`config.mk`:
```
export PLATFORM = sky130hd
export DESIGN_NAME = rom_fetch_ctrl
export DESIGN_NICKNAME = d
export VERILOG_FILES = /design/src/rtl/rom_fetch_pkg.sv /design/src/rtl/rom_fetch_ctrl.sv
export SDC_FILE = /design/constraint.sdc
export NUM_CORES = 1
export LEC_CHECK = 0
export CAP_MARGIN = 20
export CORE_MARGIN = 5
export CORE_UTILIZATION = 32
export CTS_BUF_LIST = sky130_fd_sc_hd__clkbuf_4
export CTS_CLUSTER_DIAMETER = 100
export DETAILED_ROUTE_END_ITERATION = 6
export HOLD_SLACK_MARGIN = 0.1
export PLACE_DENSITY = 0.89
export SYNTH_ARGS = -nofsm -noshare
export SYNTH_HDL_FRONTEND = slang
export SYNTH_SLANG_ARGS = --single-unit
```
`constraint.sdc`:
```
create_clock -name CLK -period 1.71 [get_ports CLK]
set_clock_uncertainty 0.1 [all_clocks]
set_input_delay 0.2565 -clock CLK [delete_from_list [all_inputs] [get_ports CLK]]
set_output_delay 0.2565 -clock CLK [all_outputs]
set_load 0.02 [all_outputs]
```
`src/rtl/rom_fetch_pkg.sv`:
```
// Shared types and address helpers for the ROM fetch controller.
package rom_fetch_pkg;

  typedef enum logic {
    IDLE = 1'b0,
    RESP = 1'b1
  } state_e;

  function automatic int unsigned lane_bits(input int unsigned width);
    return $clog2(width / 8);
  endfunction

  localparam int unsigned DEF_WIDTH     = 32;
  localparam int unsigned DEF_LANE_BITS = $clog2(DEF_WIDTH / 8);

  // Byte address to word offset relative to the ROM base; wraps below the base.
  function automatic logic [63:0] word_offset(input logic [63:0] addr,
                                              input logic [63:0] base,
                                              input int unsigned width);
    return (addr - base) >> lane_bits(width);
  endfunction

endpackage

```
`src/rtl/rom_fetch_ctrl.sv`:
```
// Valid/ready fetch front-end for a synchronous-read ROM, one fetch per cycle.
// Optional address checking is enabled with the ROM_FETCH_ERR_EN macro.
module rom_fetch_ctrl
  import rom_fetch_pkg::*;
#(
  parameter int unsigned   WIDTH     = 32,
  parameter int unsigned   DEPTH     = 1024,
  parameter int unsigned   AW        = 32,
  parameter logic [AW-1:0] BASE_ADDR = '0,
  parameter int unsigned   TAG_W     = 4
) (
  input  logic                     CLK,
  input  logic                     RST_N,
  input  logic                     req_val,
  output logic                     req_rdy,
  input  logic [AW-1:0]            req_addr,
  input  logic [TAG_W-1:0]         req_tag,
  input  logic                     flush,
  output logic                     resp_val,
  input  logic                     resp_rdy,
  output logic [WIDTH-1:0]         resp_data,
  output logic [TAG_W-1:0]         resp_tag,
  output logic                     resp_err,
  output logic                     rom_en,
  output logic [$clog2(DEPTH)-1:0] rom_addr,
  input  logic [WIDTH-1:0]         rom_do,
  output logic [31:0]              fetch_cnt
);

  localparam int unsigned IW = $clog2(DEPTH);
  localparam int unsigned LB = lane_bits(WIDTH);

  state_e             state_q, state_d;
  logic [TAG_W-1:0]   tag_q, tag_d;
  logic               err_q, err_d;
  logic [31:0]        cnt_q, cnt_d;

  logic               accept;
  logic               err_now;
  logic [IW-1:0]      idx;

`ifdef ROM_FETCH_ERR_EN
  localparam logic [AW-1:0] LOW_MASK = AW'((64'd1 << LB) - 64'd1);
  logic [AW-1:0] off;

  always_comb begin
    off     = AW'(word_offset(64'(req_addr), 64'(BASE_ADDR), WIDTH));
    idx     = off[IW-1:0];
    err_now = (req_addr < BASE_ADDR) | (off >= AW'(DEPTH)) | ((req_addr & LOW_MASK) != '0);
  end
`else
  always_comb begin
    idx     = IW'(word_offset(64'(req_addr), 64'(BASE_ADDR), WIDTH));
    err_now = 1'b0;
  end
`endif

  always_ff @(posedge CLK or negedge RST_N) begin
    if (!RST_N) begin
      state_q <= IDLE;
      tag_q   <= '0;
      err_q   <= 1'b0;
      cnt_q   <= '0;
    end else begin
      state_q <= state_d;
      tag_q   <= tag_d;
      err_q   <= err_d;
      cnt_q   <= cnt_d;
    end
  end

  // A new accept always wins; otherwise flush or a taken response drains to IDLE.
  always_comb begin
    state_d = state_q;
    tag_d   = tag_q;
    err_d   = err_q;
    cnt_d   = cnt_q;
    if (accept) begin
      state_d = RESP;
      tag_d   = req_tag;
      err_d   = err_now;
      if (cnt_q != '1) cnt_d = cnt_q + 32'd1;
    end else if (state_q == RESP && (flush || resp_rdy)) begin
      state_d = IDLE;
    end
  end

  always_comb begin
    req_rdy   = ~flush & ((state_q == IDLE) | resp_rdy);
    accept    = req_val & req_rdy;
    rom_en    = accept & ~err_now;
    rom_addr  = rom_en ? idx : '0;
    resp_val  = (state_q == RESP);
    resp_tag  = tag_q;
    fetch_cnt = cnt_q;
    resp_data = (resp_val && !err_q) ? rom_do : '0;
`ifdef ROM_FETCH_ERR_EN
    resp_err  = resp_val & err_q;
`else
    resp_err  = 1'b0;
`endif
  end

endmodule

```
[Word level (Yosys, flattened, before mapping)]
Cells that the tools add are included.
Storage, ports and cells
  logic and storage cells: 18
  RAM bits: 0
  latch bits: 0
  input port bits: 73
  bits in read-only memories: 0
  flip-flop bits (word level): 37
  memories kept: 0
Operators by class
  muxes and demuxes: 4
  $lt $le $gt $ge: 0
  reduce and logical (&&, ||, !) cells: 4
  bitwise operators: 5
  divide/modulo/power cells: 0
  shifts and indexed selects: 0
  add/subtract/negate cells: 1
  multipliers: 0
  equal/unequal tests: 1
Operators by type and width (number)
  32-bit by 1-bit adder with 32-bit output, second input constant: 1
  32-bit 2-to-1 mux: 1
  32-bit != test, second input constant: 1
  10-bit 2-to-1 mux: 1
  1-bit AND: 2
  1-bit 2-to-1 mux: 2
  1-bit NOT: 2
  2-bit AND reduction: 1
  2-bit nonzero test: 1
  1-bit logical AND: 1
  1-bit logical OR: 1
  1-bit bitwise OR: 1

[Logic depth before layout (Yosys ltp)]
  depth after elaboration: 5
  mapped depth: 7
  gate-level depth less buffers: 6

[Worst setup path after synthesis]
Ideal clock, no wire load.
  path type: register to register
  start: register cnt_q[0] (netlist: fetch_cnt[0])
  end: register cnt_q[12] (netlist: fetch_cnt[12])
  data required time: 1.478 ns
  buffers on the path: 1
  slack: -0.163 ns
  data arrival time: 1.640 ns
  period minus slack after synthesis: 1.873 ns
  library setup time: 0.132 ns
  cell stages (with the launch flop): 8
  cell sequence: dfrtp_1 ha_1 nand4_1 nor3_2 a31oi_2 buf_6 nand3_1 xnor2_1
Between the ends
  cells in the longest elaborated chain, start to end: 2
RTL lines
  from (decl): line rom_fetch_ctrl.sv:36  | logic [31:0] cnt_q, cnt_d;
  from (signal assigned): line rom_fetch_ctrl.sv:68  | cnt_q <= cnt_d;
  branches (longest 2 deep; another with 32-bit by 1-bit adder with 32-bit output)
Parallel ways; which one is timed is not known.
A chain may end at the register's enable or synchronous reset.

[Worst setup path after layout]
  start: register cnt_q[26] (netlist: fetch_cnt[26])
  end: register cnt_q[28] (netlist: fetch_cnt[28])
The elaborated chain is that of the path after synthesis.

==> impl_metrics.env <==
export IMPL_outcome="finished with violations"
export IMPL_violations="negative setup slack"
export IMPL_antenna_found_initial=0
export IMPL_grt_max_degree=38
export IMPL_start_util_pct=33.4
export IMPL_critPathLaunchType="flip-flop"
export IMPL_synth_edff_count=0
export IMPL_clk_insertion_delay_late_ps=360
export IMPL_critical_path_class="reg -> reg"
export IMPL_firstDrtPassIters=4
export IMPL_fin_setup_tns_ps=-2150
export IMPL_num_rows=29
export IMPL_gp_congestion=0.782
export IMPL_drt_initial_drc_count=44
export IMPL_fillerInstances=473
export IMPL_cts_buffers_inserted=5
export IMPL_r2r_start="fetch_cnt[26]$_DFFE_PN0P_"
export IMPL_clk_pin_slew_ps=120
export IMPL_min_period_ps=1820
export IMPL_p_leak_uw=0.00215
export IMPL_drc=0
export IMPL_hold_ws_ps=153
export IMPL_hold_class="in -> async"
export IMPL_grt_usage_pct=17.3
export IMPL_cts_tree="yes"
export IMPL_area_growth_pct=103
export IMPL_htreeDepth=2
export IMPL_cp_data_arrival_time_ps=1960
export IMPL_setup_violations=41
export IMPL_cts_max_path_buffers=2
export IMPL_vias=2358
export IMPL_synth_area_per_cell_um2=10.1
export IMPL_die_width_um=91.8
export IMPL_cts_hold_buffers=0
export IMPL_wl_per_cell_um=16.3
export IMPL_numPortBuffers=131
export IMPL_crit_required_ps=1850
export IMPL_coreArea_um2=6420
export IMPL_r2r_slack_ps=-110
export IMPL_n_antenna_cell=0
export IMPL_grt_pass1_vias=2359
export IMPL_syn_inst=213
export IMPL_finalCritPeriodShare_pct=107
export IMPL_fmax_ghz=0.548
export IMPL_ys_flop_type="dfrtp_1"
export IMPL_yosysSeqAreaShare_pct=43.2
export IMPL_ant_nets=0
export IMPL_die_h_um=91.8
export IMPL_io_pins=155
export IMPL_drive_gt1_share_pct=49.3
export IMPL_vias_per_cell=4.84
export IMPL_cts_sinks=37
export IMPL_netlist_area_um2=2140
export IMPL_irDropWorstVdd_mv=0.633
export IMPL_grt_pass1_wl_mm=11.9
export IMPL_power_density_nw_per_um2=608
export IMPL_fin_ws_ps=-114
export IMPL_synth_async_sr_flop_share_pct=100
export IMPL_pre_cts_slack_ps=-631
export IMPL_die_area_um2=8430
export IMPL_hold_viol_final=0
export IMPL_fin_nets=483
export IMPL_wl_mm=7.93
export IMPL_cp_end_kind="flip-flop"
export IMPL_synth_fp_nets=287
export IMPL_ys_warnings_count=0
export IMPL_drv_slew=0
export IMPL_synth_distinct_cells=39
export IMPL_rsz0062_at_grt="true"
export IMPL_cap_violations=0
export IMPL_dpl_hpwl_mm=5.77
export IMPL_synth_seq_cells=37
export IMPL_r2r_end="fetch_cnt[28]$_DFFE_PN0P_"
export IMPL_cp_max_fo=5
export IMPL_reg2regPathDepth=6
export IMPL_grt_overflow=0
export IMPL_ctsRootBufferMaster="clkbuf_4"
export IMPL_crit_start="fetch_cnt[26]$_DFFE_PN0P_"
-- cell usage after synthesis, types with 2 or more instances --
cell	instances	area, um2
and2_1	45	282
inv_1	5	18.8
and4_4	3	33.8
nand3_1	11	55.1
and3_1	4	25.0
nand2_1	12	45.0
buf_6	2	22.5
nor4_1	2	12.5
xnor2_1	16	140
mux2_2	5	56.3
nor4_2	2	25.0
nor3_1	10	50.1
clkbuf_1	4	15.0
nor2_1	10	37.5
dfrtp_1	37	926
xor2_1	14	123
nand3_2	2	20.0
nand4_1	8	50.1
-- worst max path at each step --
| stage | endpoint | cells past startpoint |
|---|---|---|
| floorplan | fetch_cnt[23]$_DFFE_PN0P_ | 6 |
| CTS | rom_addr[8] | 6 |
| global placement | rom_addr[1] | 7 |
| detailed placement | rom_addr[4] | 7 |
| global route | fetch_cnt[28]$_DFFE_PN0P_ | 6 |
| finish | fetch_cnt[28]$_DFFE_PN0P_ | 6 |
-- cells by family (layout without fill, tap and decap cells) --
family | Yosys count | after routing | share of synthesized area [%]
XOR/XNOR | 30 | 30 | 12.3
other | 1 | 1 | 0.175
multiplexers | 6 | 6 | 3.10
buffers and inverters | 13 | 209 | 3.21
AND/OR/NAND/NOR | 123 | 124 | 36.6
AO/OA/AOI/OAI | 2 | 2 | 0.817
flip-flops | 37 | 37 | 43.2
adder cells (fa/ha/maj) | 1 | 1 | 0.584
-- final cells by class --
class	count	area (um2)	share of cell area [%]
clock buffer	6	45.0	1.04
clock inverter	2	15.0	0.345
inverter	5	21.3	0.489
multi-input combinational	164	1480	34.0
sequential	37	951	21.9
tap	77	96.3	2.21
timing repair buffer	196	1740	40.0
-- through the flow --
step / util [%] / power [uW] / instance area, um2 / cells
finish: 67.8 / 2640 / 4350 / 487
global route: 67.8 / 2810 / 4350 / 487
CTS: 63.0 / 2580 / 4050 / 473
detailed placement: 61.1 / 2120 / 3930 / 459
global placement: 61.1 / 2090 / 3930 / 459
floorplan: - / 1480 / 2210 / 213
-- metal layers --
metal / part of all wire (%) / track usage [%] / up-vias
met4: 1.4 / 2.72 / 0
met2: 53 / 32.9 / 110
li1: - / - / 1117
met3: 8.7 / 6.22 / 11
met5: 0 / 0 / -
met1: 37 / 18.7 / 1120
-- cell usage in the layout (no fill, tap or decap), types with 5 or more instances in the layout --
cell / instances
and4_4: 5
mux2_2: 5
nand3_2: 7
nor2_1: 9
clkbuf_4: 6
clkdlybuf4s50_1: 49
nand2_1: 10
and2_1: 34
dlygate4sd2_1: 31
nor3_4: 8
and2_4: 11
nand4_1: 8
dfrtp_1: 17
xor2_1: 14
dfrtp_2: 20
buf_2: 22
buf_6: 19
buf_4: 55
clkdlybuf4s15_2: 10
xnor2_1: 12
-- worst max-delay path: stages, from the launching register on --
cell and delay (ps):
dfrtp_1 430, nand4_1 240, nor4_4 350, buf_4 190, nand3b_1 190, nor3_4 60, xor2_1 150
-- state kept, by name, summed over array words and instances (netlist names) --
| register | flops |
|---|---|
| resp_tag | 4 |
| fetch_cnt | 32 |
| resp_val | 1 |
-- where the power goes --
part	internal, uW	switching [uW]	total [uW]
sequential	972	71.9	1040
combinational	590	520	1110
clock	176	314	491
total	1740	907	2640
-- repair_timing --
action	CTS	global route
buffers inserted	4	15
pin swaps	26	42
gates resized for setup	260	45
cloned	2	0
setup endpoints to repair	107	61
Power figures use the tool's default switching activity.
